File: src/rtl/reorder_buffer_if.sv
// Reorder buffer port bundle.
// Groups the allocation request, the four completion (wakeup) buses and the
// retirement outputs of the reorder buffer.
//   enqueue_enable / enqueue_old_tag     : allocate one entry holding old_tag
//   wakeup_N_active / wakeup_N_rob_index : completion bus N (N = 0..3)
//   next_rob_index                       : index the next enqueue will occupy
//   freed_tag_1 / freed_tag_2            : old tags retired at the last edge
// The master modport is the core-side driver; the slave modport is the ROB.
interface reorder_buffer_if;
  logic       enqueue_enable;
  logic [5:0] enqueue_old_tag;
  logic       wakeup_0_active;
  logic [5:0] wakeup_0_rob_index;
  logic       wakeup_1_active;
  logic [5:0] wakeup_1_rob_index;
  logic       wakeup_2_active;
  logic [5:0] wakeup_2_rob_index;
  logic       wakeup_3_active;
  logic [5:0] wakeup_3_rob_index;
  logic [5:0] next_rob_index;
  logic [5:0] freed_tag_1;
  logic [5:0] freed_tag_2;

  modport master (
    output enqueue_enable, enqueue_old_tag,
    output wakeup_0_active, wakeup_0_rob_index,
    output wakeup_1_active, wakeup_1_rob_index,
    output wakeup_2_active, wakeup_2_rob_index,
    output wakeup_3_active, wakeup_3_rob_index,
    input  next_rob_index, freed_tag_1, freed_tag_2
  );

  modport slave (
    input  enqueue_enable, enqueue_old_tag,
    input  wakeup_0_active, wakeup_0_rob_index,
    input  wakeup_1_active, wakeup_1_rob_index,
    input  wakeup_2_active, wakeup_2_rob_index,
    input  wakeup_3_active, wakeup_3_rob_index,
    output next_rob_index, freed_tag_1, freed_tag_2
  );
endinterface

File: src/rtl/reorder_buffer.sv
// Circular in-order reorder buffer.
// Entries are allocated in program order at the tail, marked complete by any
// of four wakeup buses, and retired from the head, at most two per cycle,
// reporting the freed old physical tags (0 = nothing freed).
// Ports:
//   clk   : clock, all state updates on the rising edge
//   reset : asynchronous active-low reset
//   rob   : reorder_buffer_if.slave (enqueue, wakeups, next index, freed tags)
module reorder_buffer #(
  parameter int ROB_SIZE = 64
) (
  input  logic             clk,
  input  logic             reset,
  reorder_buffer_if.slave  rob
);

  localparam int IDX_W = (ROB_SIZE > 1) ? $clog2(ROB_SIZE) : 1;
  localparam int CNT_W = 7;

  typedef logic [IDX_W-1:0] ptr_t;
  localparam ptr_t LAST_PTR = ptr_t'(ROB_SIZE - 1);

  // Pointer increment with wrap at ROB_SIZE-1 (ROB_SIZE need not be a power of 2).
  function automatic ptr_t wrap_inc(input ptr_t p);
    if (p == LAST_PTR) wrap_inc = '0;
    else               wrap_inc = p + ptr_t'(1);
  endfunction

  logic             valid_q    [ROB_SIZE];
  logic             valid_d    [ROB_SIZE];
  logic             complete_q [ROB_SIZE];
  logic             complete_d [ROB_SIZE];
  logic [5:0]       tag_q      [ROB_SIZE];
  logic [5:0]       tag_d      [ROB_SIZE];
  ptr_t             head_q, head_d;
  ptr_t             tail_q, tail_d;
  logic [CNT_W-1:0] count_q, count_d;
  logic [5:0]       freed_tag_1_q, freed_tag_1_d;
  logic [5:0]       freed_tag_2_q, freed_tag_2_d;

  logic [3:0]       wk_act;
  logic [5:0]       wk_idx [4];
  logic             hit    [ROB_SIZE];

  ptr_t             head_nxt;
  logic             ret_1, ret_2, enq_ok;

  assign wk_act    = {rob.wakeup_3_active, rob.wakeup_2_active,
                      rob.wakeup_1_active, rob.wakeup_0_active};
  assign wk_idx[0] = rob.wakeup_0_rob_index;
  assign wk_idx[1] = rob.wakeup_1_rob_index;
  assign wk_idx[2] = rob.wakeup_2_rob_index;
  assign wk_idx[3] = rob.wakeup_3_rob_index;

  // Per-entry wakeup hit; out-of-range indices simply match no entry.
  always_comb begin
    for (int i = 0; i < ROB_SIZE; i++) begin
      hit[i] = 1'b0;
      for (int b = 0; b < 4; b++) begin
        if (wk_act[b] && (wk_idx[b] == 6'(i))) hit[i] = 1'b1;
      end
    end
  end

  always_comb begin
    head_nxt = wrap_inc(head_q);
    // Effective completion bypasses this cycle's wakeups into retirement.
    ret_1  = valid_q[head_q] && (complete_q[head_q] || hit[head_q]);
    ret_2  = ret_1 && valid_q[head_nxt] && (complete_q[head_nxt] || hit[head_nxt]);
    // Uses the pre-edge count: same-cycle retirement does not free a slot.
    enq_ok = rob.enqueue_enable && (count_q < CNT_W'(ROB_SIZE));

    for (int i = 0; i < ROB_SIZE; i++) begin
      valid_d[i]    = valid_q[i];
      complete_d[i] = complete_q[i] || (valid_q[i] && hit[i]);
      tag_d[i]      = tag_q[i];
    end

    if (ret_1) begin
      valid_d[head_q]    = 1'b0;
      complete_d[head_q] = 1'b0;
    end
    if (ret_2) begin
      valid_d[head_nxt]    = 1'b0;
      complete_d[head_nxt] = 1'b0;
    end

    // The tail entry is invalid pre-edge whenever enq_ok holds, so wakeups
    // aimed at it this cycle never set complete; the write below wins anyway.
    if (enq_ok) begin
      valid_d[tail_q]    = 1'b1;
      complete_d[tail_q] = 1'b0;
      tag_d[tail_q]      = rob.enqueue_old_tag;
    end

    if (ret_2)      head_d = wrap_inc(head_nxt);
    else if (ret_1) head_d = head_nxt;
    else            head_d = head_q;

    tail_d  = enq_ok ? wrap_inc(tail_q) : tail_q;
    count_d = count_q + CNT_W'(enq_ok) - CNT_W'(ret_1) - CNT_W'(ret_2);

    freed_tag_1_d = ret_1 ? tag_q[head_q]   : 6'd0;
    freed_tag_2_d = ret_2 ? tag_q[head_nxt] : 6'd0;
  end

  always_ff @(posedge clk or negedge reset) begin
    if (!reset) begin
      for (int i = 0; i < ROB_SIZE; i++) begin
        valid_q[i]    <= 1'b0;
        complete_q[i] <= 1'b0;
        tag_q[i]      <= 6'd0;
      end
      head_q        <= '0;
      tail_q        <= '0;
      count_q       <= '0;
      freed_tag_1_q <= 6'd0;
      freed_tag_2_q <= 6'd0;
    end else begin
      for (int i = 0; i < ROB_SIZE; i++) begin
        valid_q[i]    <= valid_d[i];
        complete_q[i] <= complete_d[i];
        tag_q[i]      <= tag_d[i];
      end
      head_q        <= head_d;
      tail_q        <= tail_d;
      count_q       <= count_d;
      freed_tag_1_q <= freed_tag_1_d;
      freed_tag_2_q <= freed_tag_2_d;
    end
  end

  assign rob.next_rob_index = 6'(tail_q);
  assign rob.freed_tag_1    = freed_tag_1_q;
  assign rob.freed_tag_2    = freed_tag_2_q;

endmodule

File: src/flat_wrapper.sv
// flat-port wrapper written by rule: the top's interface ports become plain ports
module reorder_buffer_flat 
#(
  parameter int ROB_SIZE = 64
)
  (clk, reset, rob_enqueue_enable, rob_enqueue_old_tag, rob_wakeup_0_active, rob_wakeup_0_rob_index, rob_wakeup_1_active, rob_wakeup_1_rob_index, rob_wakeup_2_active, rob_wakeup_2_rob_index, rob_wakeup_3_active, rob_wakeup_3_rob_index, rob_next_rob_index, rob_freed_tag_1, rob_freed_tag_2);
  reorder_buffer_if rob_i ();
  input  logic clk;
  input  logic reset;
  input wire logic [$bits(rob_i.enqueue_enable)-1:0] rob_enqueue_enable;
  input wire logic [$bits(rob_i.enqueue_old_tag)-1:0] rob_enqueue_old_tag;
  input wire logic [$bits(rob_i.wakeup_0_active)-1:0] rob_wakeup_0_active;
  input wire logic [$bits(rob_i.wakeup_0_rob_index)-1:0] rob_wakeup_0_rob_index;
  input wire logic [$bits(rob_i.wakeup_1_active)-1:0] rob_wakeup_1_active;
  input wire logic [$bits(rob_i.wakeup_1_rob_index)-1:0] rob_wakeup_1_rob_index;
  input wire logic [$bits(rob_i.wakeup_2_active)-1:0] rob_wakeup_2_active;
  input wire logic [$bits(rob_i.wakeup_2_rob_index)-1:0] rob_wakeup_2_rob_index;
  input wire logic [$bits(rob_i.wakeup_3_active)-1:0] rob_wakeup_3_active;
  input wire logic [$bits(rob_i.wakeup_3_rob_index)-1:0] rob_wakeup_3_rob_index;
  output wire logic [$bits(rob_i.next_rob_index)-1:0] rob_next_rob_index;
  output wire logic [$bits(rob_i.freed_tag_1)-1:0] rob_freed_tag_1;
  output wire logic [$bits(rob_i.freed_tag_2)-1:0] rob_freed_tag_2;
  assign rob_i.enqueue_enable = rob_enqueue_enable;
  assign rob_i.enqueue_old_tag = rob_enqueue_old_tag;
  assign rob_i.wakeup_0_active = rob_wakeup_0_active;
  assign rob_i.wakeup_0_rob_index = rob_wakeup_0_rob_index;
  assign rob_i.wakeup_1_active = rob_wakeup_1_active;
  assign rob_i.wakeup_1_rob_index = rob_wakeup_1_rob_index;
  assign rob_i.wakeup_2_active = rob_wakeup_2_active;
  assign rob_i.wakeup_2_rob_index = rob_wakeup_2_rob_index;
  assign rob_i.wakeup_3_active = rob_wakeup_3_active;
  assign rob_i.wakeup_3_rob_index = rob_wakeup_3_rob_index;
  assign rob_next_rob_index = rob_i.next_rob_index;
  assign rob_freed_tag_1 = rob_i.freed_tag_1;
  assign rob_freed_tag_2 = rob_i.freed_tag_2;
  reorder_buffer #(.ROB_SIZE(ROB_SIZE)) u_core (.clk(clk), .reset(reset), .rob(rob_i));
endmodule
File: config.mk
export PLATFORM = sky130hd
export DESIGN_NAME = reorder_buffer_flat
export DESIGN_NICKNAME = d
export VERILOG_FILES = /design/src/rtl/reorder_buffer_if.sv /design/src/rtl/reorder_buffer.sv /design/src/flat_wrapper.sv
export SDC_FILE = /design/constraint.sdc
export NUM_CORES = 1
export LEC_CHECK = 0
export BUFFER_PORTS_ARGS = -buffer_cell sky130_fd_sc_hd__buf_2
export CORE_ASPECT_RATIO = 2
export CORE_MARGIN = 4
export CORE_UTILIZATION = 30
export CTS_CLUSTER_DIAMETER = 120
export DETAILED_ROUTE_END_ITERATION = 8
export PLACE_DENSITY = 0.42
export SLEW_MARGIN = 20
export SYNTH_ARGS = -nofsm -noshare
export SYNTH_HDL_FRONTEND = slang
export SYNTH_SLANG_ARGS = --single-unit
File: constraint.sdc
create_clock -name clk -period 6.98 [get_ports clk]
set_input_delay 0.698 -clock clk [delete_from_list [all_inputs] [get_ports clk]]
set_output_delay 0.698 -clock clk [all_outputs]
set_load 0.05 [all_outputs]
; ---- Word level (Yosys, flattened, before mapping)
; Cells that the tools add are included.
[totals]
regBits = 543
input_bits = 37
word_cells = 1177
[classes]
n_addsub = 6
order_cmp = 7
eq_ne = 255
mux = 302
bitwise_logic = 12
n_reduce_logical = 398
[ops]
columns = operator, n
row1 = $eq A6 B6 Y1 const B, 131
row2 = $bwmux W384, 1
row3 = $eq A6 B5 Y1 const B, 64
row4 = $mux W64, 6
row5 = $logic_and A1 B1 Y1, 327
row6 = $and A64 B64 Y64, 5
row7 = $mux W1, 271
row8 = $eq A6 B4 Y1 const B, 32
row9 = $not A64 Y64, 3
row10 = $eq A6 B3 Y1 const B, 16
row11 = $bmux W6 S6, 2
row12 = $mux W6, 12
row13 = $logic_or A1 B1 Y1, 66
row14 = $or A64 B64 Y64, 1
row15 = $eq A6 B2 Y1 const B, 8
row16 = $bmux W1 S6, 6
row17 = $demux W6 S6, 1
row18 = $eq A6 B1 Y1 const B, 4
row19 = $logic_not A6 Y1, 4
row20 = $ge A7 B7 Y1 const B, 3
row21 = $lt A7 B1 Y1 const B, 3
row22 = $not A6 Y7, 3
row23 = $add A6 B1 Y6 const B, 3
row24 = $demux W1 S6, 3
row25 = other kinds (4), 5

; ---- Logic depth before layout (Yosys ltp)
; Gate-level depths: netlist of run 1.
[logic_depth]
word_depth = 16
ltp_mapped = 28

; ---- Worst setup path before layout of run 1
; OpenSTA, ideal clock, no wires.
[synth_timing]
path_type = register to register
start = register u_core.head_q[0]
end = register u_core.count_q[5]
setup_time_ps = 123
arrival_ps = 5006
t_required_ps = 6857
path_slack_ps = 1851
stages_incl_launch_ff = 28
path_buffers = 7
path_cell_list = dfrtp_1 -> buf_2 -> buf_4 -> inv_1 -> buf_2 -> ha_1 -> buf_2 -> buf_2 -> buf_1 -> nor2_1 -> mux2i_1 -> a32oi_1 -> o31a_1 -> or4_1 -> o21ai_4 -> buf_6 -> a21oi_1 -> ha_1 -> nor2_1 -> ha_1 -> inv_1 -> ha_1 -> inv_1 -> fa_1 -> inv_1 -> a21o_1 -> a21oi_1 -> xnor2_1
[synth_between]
elab_chain_cells = 9
[synth_lines]
columns = element, line_no
row1 = from (decl), reorder_buffer.sv:35  ; ptr_t head_q, head_d;
row2 = from (signal assigned), reorder_buffer.sv:114  ; head_q <= '0;
row3 = from (signal assigned), reorder_buffer.sv:125  ; head_q <= head_d;
row4 = $add A6 B1 Y6 (tied with other cells), reorder_buffer.sv:26  ; else wrap_inc = p + ptr_t'(1);
row5 = $mux W6 or $bmux W1 S6 (tied branches), "reorder_buffer.sv:25, reorder_buffer.sv:68"
row6 = $not A6 Y7 (implied by the code) or $mux W1 (tied branches), "reorder_buffer.sv:69, reorder_buffer.sv:68"
row7 = $bmux W1 S6 or $mux W1 (tied branches), "reorder_buffer.sv:69, reorder_buffer.sv:68"
row8 = $mux W1 (implied by the code) or $logic_or A1 B1 Y1 (tied branches), "reorder_buffer.sv:69, reorder_buffer.sv:68"
row9 = $mux W1 (implied by the code) or $logic_and A1 B1 Y1 (tied branches), "reorder_buffer.sv:69, reorder_buffer.sv:68"
row10 = $logic_and A1 B1 Y1 or $logic_or A1 B1 Y1 (tied branches), reorder_buffer.sv:69  ; ret_2 = ret_1 && valid_q[head_nxt] && (complete_q[head_nxt] || hit[head_nxt]);
row11 = $logic_and A1 B1 Y1, reorder_buffer.sv:69
row12 = $sub A7 B1 Y7 (*), reorder_buffer.sv:101  ; count_d = count_q + CNT_W'(enq_ok) - CNT_W'(ret_1) - CNT_W'(ret_2);
row13 = net u_core.count_d[5], reorder_buffer.sv:37  ; logic [CNT_W-1:0] count_q, count_d;
row14 = to (signal assigned), reorder_buffer.sv:127  ; count_q <= count_d;
row15 = to (decl), reorder_buffer.sv:37
; Mark *: on every way through the listed nets, which the timed path passes. The rest lies on a longest branch. The select of a mux whose other input is x is not followed.
; A chain may end at the register's enable or synchronous reset.

; ---- Worst setup path after layout of run 1
[layout_timing]
start = register u_core.head_q[1]
end = register u_core.count_q[6]
; The elaborated chain is that of the path after synthesis.

==> reports/qor.csv, run 1 <==
metric,value,unit
sw frac,54.37,%
critical path arrival,7.29,ns
P&R area growth vs syn,15.67,%
syn avg cell area,9.998,µm²
synth warn,0,
Mapped Cells,3236,
Reg2Reg Setup Slack,0.27,ns
Synth Cell Area,32350,µm²
Final setup viols,0,
Crit Path Max Fanout,12,
Max Cap Viol,0,
clk_skew,0.04162,ns
Ports,55,
DR vias,32560,
R2R cell count,21,
Routed wire per std cell,44.78,µm
first-pass GRT wire length,288500,µm
TritonCTS clock tree,done,
Remaining DRCs,0,
Power Density,565.5,nW/µm²
Worst path most repeated cell,ha_1,
Core Rows,170,
Final Core Density,34.91,%
Slew @ Worst Pin,1.354,ns
most frequent cells in the layout,"541 x dfrtp_1, 411 x mux2_2, 388 x o22ai_1",
Resize count post-CTS,0,
Final Hold Viols,0,
total negative setup slack,0,ns
Routability Congestion,1.111,
Iter 0 DRT Violations,3888,
power share of the combinational group,62.4,%
vias in the first global route,32610,
Post-DP HPWL,150300,µm
final wirelength,212000,µm
share of cells above drive strength 1,27.72,%
Final Non-Filler Cells,4734,
VDD IR-drop max,0.3740,mV
CP endpoint,u_core.count_q[6],
critical path required time,7.57,ns
sequential fraction of design power,22.1,%
Setup CP Type,register to register,
ys flop type,dfrtp_1,
die width,240.2,µm
"FFs w/ async S/R, synth",100.0,%
CP max stage delay,1.09,ns
Die Y,472.4,µm
CP max-delay cell,a22oi_1,
largest net degree at the start of global routing,159,
Worst setup EP type,register,
Slew headroom,8.889,%
RSZ-0062 raised after global routing,no,
reg2reg start,u_core.head_q[1],
Crit. Startpoint,u_core.head_q[1],
Post-synth EDFFs,0,
final period utilization,96.06,%
htree depth,2,
Std-Cell Core Area,107200,µm²
worst-skew pair later-pin latency,0.67,ns
post-synthesis net count,3285,
RR Endpoint,u_core.count_q[6],
startpoint types,register,
Synth cell types,100,
Max Slew Vio Count,0,
synthesized flop and latch total,543,
CTS Buffer Depth,3,
crit path cell chain,"buf_4, ha_1, or3_1, o31a_1, nor2_1, a22oi_1, a31oi_1, or4_4, o21ai_4, a21oi_1, buf_4, ha_1, nor2_1, ha_1, inv_1, ha_1, a21o_1, a21oi_1, o21bai_1, a21oi_1, xnor2_1",
post-route ant nets,0,
"Setup Fix Bufs, Post-CTS",0,
Worst-path clk slew,0.08,ns
Pleak,15.97,nW
DR vias/cell,6.879,
multi-input logic area,17720,µm²
most common library cell in the layout ignoring fill and taps,dfrtp_1,
status,"complete, no violations",
Clock Power Share,15.5,%
Initial Utilization,30.18,%
first-pass detailed-route iteration total,8,
CTS sink cnt,543,
Fillers,10930,
total CTS buffers,54,
worst min path class,input port to async pin,
DIE AREA,113500,µm²
initial antenna violation count,25,
fmax,149.1,MHz
clk root buf,clkbuf_16,
Final Critical Period,6.705,ns
total area of sequential cells,13590,µm²
"Seq/Total Area, Yosys",42.00,%
grt ovf,0,
Post-CTS Hold Fix Bufs,0,
Worst Hold Margin,0.02814,ns
GRT Total Usage,36.92,%
Nets,3352,
Cells after DPL,4618,
net switching power,0.01151,W
Pint,0.009656,W
IO Port Bufs,54,
## area by class of cell
cell class	count	share of cell area (%)
Multi-Input combinational cell	2361	47.36
Clock inverter	27	0.9730
Sequential cell	543	36.32
Tap cell	1376	4.601
Inverter	51	0.5116
Timing Repair Buffer	292	6.015
Clock buffer	67	4.099
Antenna cell	17	0.1137
## cells in the mapped netlist, types with 16 or more instances
cell type / instances / share of area (%)
o211ai_1: 26 / 0.60
buf_1: 55 / 0.64
mux4_2: 24 / 1.7
clkbuf_1: 167 / 1.9
nor2b_1: 32 / 0.62
nand3b_1: 16 / 0.37
nor3_1: 66 / 1.0
mux2i_1: 111 / 3.4
nand2_1: 140 / 1.6
nor2_1: 218 / 2.5
dfrtp_1: 543 / 42
o22a_1: 17 / 0.46
nor4_1: 59 / 1.1
o21ai_0: 143 / 2.2
inv_1: 49 / 0.57
nand3_1: 38 / 0.59
a221oi_1: 45 / 1.2
a22oi_1: 16 / 0.37
a211oi_1: 20 / 0.46
mux2_2: 411 / 14
a21oi_1: 205 / 3.2
buf_2: 51 / 0.79
o221ai_1: 99 / 2.7
o22ai_1: 389 / 7.5
## per-stage QoR
stage / total power, W / worst slack, ns / cell area [µm²]
5_1_grt: 0.02152 / 0.2598 / 37380
6_report: 0.02116 / 0.2750 / 37420
4_1_cts: 0.02052 / 0.7056 / 37290
3_5_place_dp: 0.01720 / 0.7549 / 35390
2_1_floorplan: 0.01092 / 1.851 / 32350
3_3_place_gp: 0.01716 / 0.5629 / 35330
## worst min-delay path by stage
stage          cells after the start         startpoint              endpoint
2_1_floorplan                      0              reset  u_core.complete_q[0]
3_3_place_gp                       1  u_core.count_q[0]     u_core.count_q[0]
3_5_place_dp                       1  u_core.count_q[0]     u_core.count_q[0]
4_1_cts                            1              reset    u_core.valid_q[10]
5_1_grt                            1              reset    u_core.valid_q[10]
6_report                           1              reset     u_core.valid_q[9]
## power groups by stage
| stage | registers (W) | clock network, W | logic (W) |
|---|---|---|---|
| 4_1_cts | 0.00461 | 0.00334 | 0.0126 |
| 6_report | 0.00467 | 0.00329 | 0.0132 |
| 5_1_grt | 0.00469 | 0.00343 | 0.0134 |
| 3_3_place_gp | 0.00465 | 0 | 0.0125 |
| 2_1_floorplan | 0.00435 | 0 | 0.00657 |
| 3_5_place_dp | 0.00466 | 0 | 0.0125 |
## cells by family (layout without fill, tap and decap cells)
kind of cell / Yosys count / in the layout / share of synthesized area (%)
AND/OR/NAND/NOR: 727 / 727 / 11.95
AO/OA/AOI/OAI: 1061 / 1061 / 21.53
adder cells (fa/ha/maj): 12 / 12 / 0.4873
flip-flops: 543 / 543 / 42.00
buffers and inverters: 332 / 437 / 4.165
other: 0 / 17 / 0
multiplexers: 546 / 546 / 19.41
XOR/XNOR: 15 / 15 / 0.4525
## metal layers
layer	global-route usage [%]	up-vias	routed length, µm
li1	-	12730	-
met1	35.39	16520	64300
met2	60.19	2266	100700
met3	10.32	1050	16490
met4	39.78	6	30480
met5	0.1757	-	44
## sequential cells by signal (all words and copies together) (netlist names)
name and flops:
u_core.count_q 7, u_core.rob.freed_tag_2 6, u_core.valid_q 64, u_core.head_q 6, u_core.tag_q 384, u_core.rob.next_rob_index 6, u_core.rob.freed_tag_1 6, u_core.complete_q 64
## worst max-delay path: cells and delay by family, from the launching register on
kind	cells	cell delay (ns)
compound gates	9	2.90
xor+xnor	1	0.14
fa+ha+maj	4	1.34
buf+inv	3	0.50
flops	1	0.40
simple gates	4	1.30
(Power assumes the default switching activity.)
==> inputs of run 2 (changes only) <==
CELL_PAD_IN_SITES_DETAIL_PLACEMENT = 1   (was default)
CELL_PAD_IN_SITES_GLOBAL_PLACEMENT = 2   (was default)
PLACE_DENSITY = 0.59   (was 0.42)
==> reports/qor.csv, run 2 (synthesis gave the netlist of run 1 again) <==
metric,value,unit
CTS Buffer Depth,3,
first-pass GRT wire length,291000,µm
VDD IR-drop max,0.6925,mV
startpoint types,register,
RR Endpoint,u_core.count_q[5],
clk root buf,clkbuf_16,
P&R area growth vs syn,15.58,%
"Setup Fix Bufs, Post-CTS",0,
Ports,55,
critical path required time,7.52,ns
htree depth,2,
Worst-path clk slew,0.07,ns
Std-Cell Core Area,107200,µm²
vias in the first global route,33470,
Final setup viols,0,
Final WS setup,0.4755,ns
share of cells above drive strength 1,27.51,%
grt ovf,0,
R2R cell count,21,
Nets,3339,
Die Y,472.4,µm
critical path arrival,7.05,ns
DR vias/cell,6.793,
die width,240.2,µm
reg2reg start,u_core.head_q[2],
DIE AREA,113500,µm²
Final Non-Filler Cells,4717,
Final Core Density,34.88,%
Final Hold Viols,0,
clk_skew,0.03861,ns
Slew headroom,11.18,%
Remaining DRCs,0,
multi-input logic area,17780,µm²
crit path cell chain,"buf_4, nand3b_1, buf_12, o22ai_1, nor4_1, o22ai_1, or4_1, o2111ai_1, o41ai_2, a21oi_1, ha_1, nor2_1, ha_1, inv_1, ha_1, inv_1, fa_1, inv_1, a21o_1, a21oi_1, xnor2_1",
Reg2Reg Setup Slack,0.48,ns
most common library cell in the layout ignoring fill and taps,dfrtp_1,
Routability Congestion,1.050,
Worst setup EP type,register,
final wirelength,212700,µm
CP max-delay cell,nor4_1,
Max Cap Viol,0,
Iter 0 DRT Violations,2795,
Max Slew Vio Count,0,
final period utilization,93.19,%
IO Port Bufs,54,
RSZ-0062 raised after global routing,no,
TritonCTS clock tree,done,
fmax,153.7,MHz
status,"complete, no violations",
pre-CTS WS,0.6203,ns
initial antenna violation count,12,
DR vias,32040,
Setup CP Type,register to register,
total CTS buffers,54,
total area of sequential cells,13590,µm²
Power Density,561.1,nW/µm²
largest net degree at the start of global routing,159,
Post-CTS Hold Fix Bufs,0,
Initial Utilization,30.18,%
Core Rows,170,
most frequent cells in the layout,"541 x dfrtp_1, 411 x mux2_2, 384 x o22ai_1",
worst-skew pair later-pin latency,0.67,ns
Pleak,15.91,nW
largest registers,"u_core.tag_q x384, u_core.complete_q x64, u_core.valid_q x64",
total negative setup slack,0,ns
max reg flops,384,
Cells after DPL,4603,
post-route ant nets,0,
Post-DP HPWL,151500,µm
Final Critical Period,6.504,ns
Routed wire per std cell,45.10,µm
Crit Path Max Fanout,43,
worst min path class,input port to async pin,
first-pass detailed-route iteration total,6,
Resize count post-CTS,0,
Slew @ Worst Pin,1.320,ns
GRT Total Usage,36.98,%
Fillers,12100,
CTS sink cnt,543,
CP max stage delay,1.10,ns
Total Power,0.02098,W
largest register by flop count,u_core.tag_q,
## run 2: cell types whose count changed in the layout (fill, tap and decap cells not counted), moves of 4 or more
cell	delta
clkbuf_8	+4
o22ai_1	-4
nor3_2	-4
clkbuf_1	+5
o22ai_2	+4
nor3_1	+4
diode_2	-9
buf_4	-14
## run 2: worst max-delay path: cells and delay by family (launching register included)
kind                       cells  cell delay (ns)
DFF                            1             1.06
adders and majority gates      4             1.04
xor gates and xnor gates       1             0.14
AOI/OAI and AO/OA              7             0.98
and+or+nand+nor                4             2.14
buffers and inverters          5             0.88
## run 2: per-layer routing
metal	wire (µm)	vias to the layer above	GRT usage (%)
met1	68790	16770	36.09
met4	28470	10	38.83
met2	102900	1697	61.16
met3	12500	874	8.885
li1	-	12690	-
met5	73	-	0
## run 2: report_power, final
group / total, W / switching [W] / leakage [nW] / internal (W)
Clock: 0.00334 / 0.00144 / 0.943 / 0.00190
Combinational: 0.0130 / 0.00914 / 7.92 / 0.00389
Sequential: 0.00461 / 0.000804 / 7.05 / 0.00381
Total: 0.0210 / 0.0114 / 15.9 / 0.00959
## run 2: layout make-up
cell class,count,area share (%)
antenna,8,0.05354
clock buffer,74,4.166
clock inverter,25,1.004
inverter,51,0.5119
multi-input combinational,2361,47.56
sequential,543,36.35
tap,1376,4.604
timing repair buffer,279,5.752
## run 2: worst max-delay path by stage
stage / start / endpoint / depth (start not counted)
after global placement: rob_wakeup_1_active / u_core.count_q[5] / 20
after floorplan: u_core.head_q[0] / u_core.count_q[5] / 27
after detailed placement: u_core.head_q[2] / u_core.count_q[5] / 22
after CTS: u_core.head_q[2] / u_core.count_q[5] / 22
final: u_core.head_q[2] / u_core.count_q[5] / 21
after global routing: u_core.head_q[2] / u_core.count_q[6] / 20
## run 2: through the flow
step	hold slack (ns)	area [µm²]
2_1_floorplan	0.4024	32350
3_3_place_gp	0.4795	35200
3_5_place_dp	0.4877	35270
4_1_cts	0.03360	37200
5_1_grt	0.05084	37380
6_report	0.01780	37390
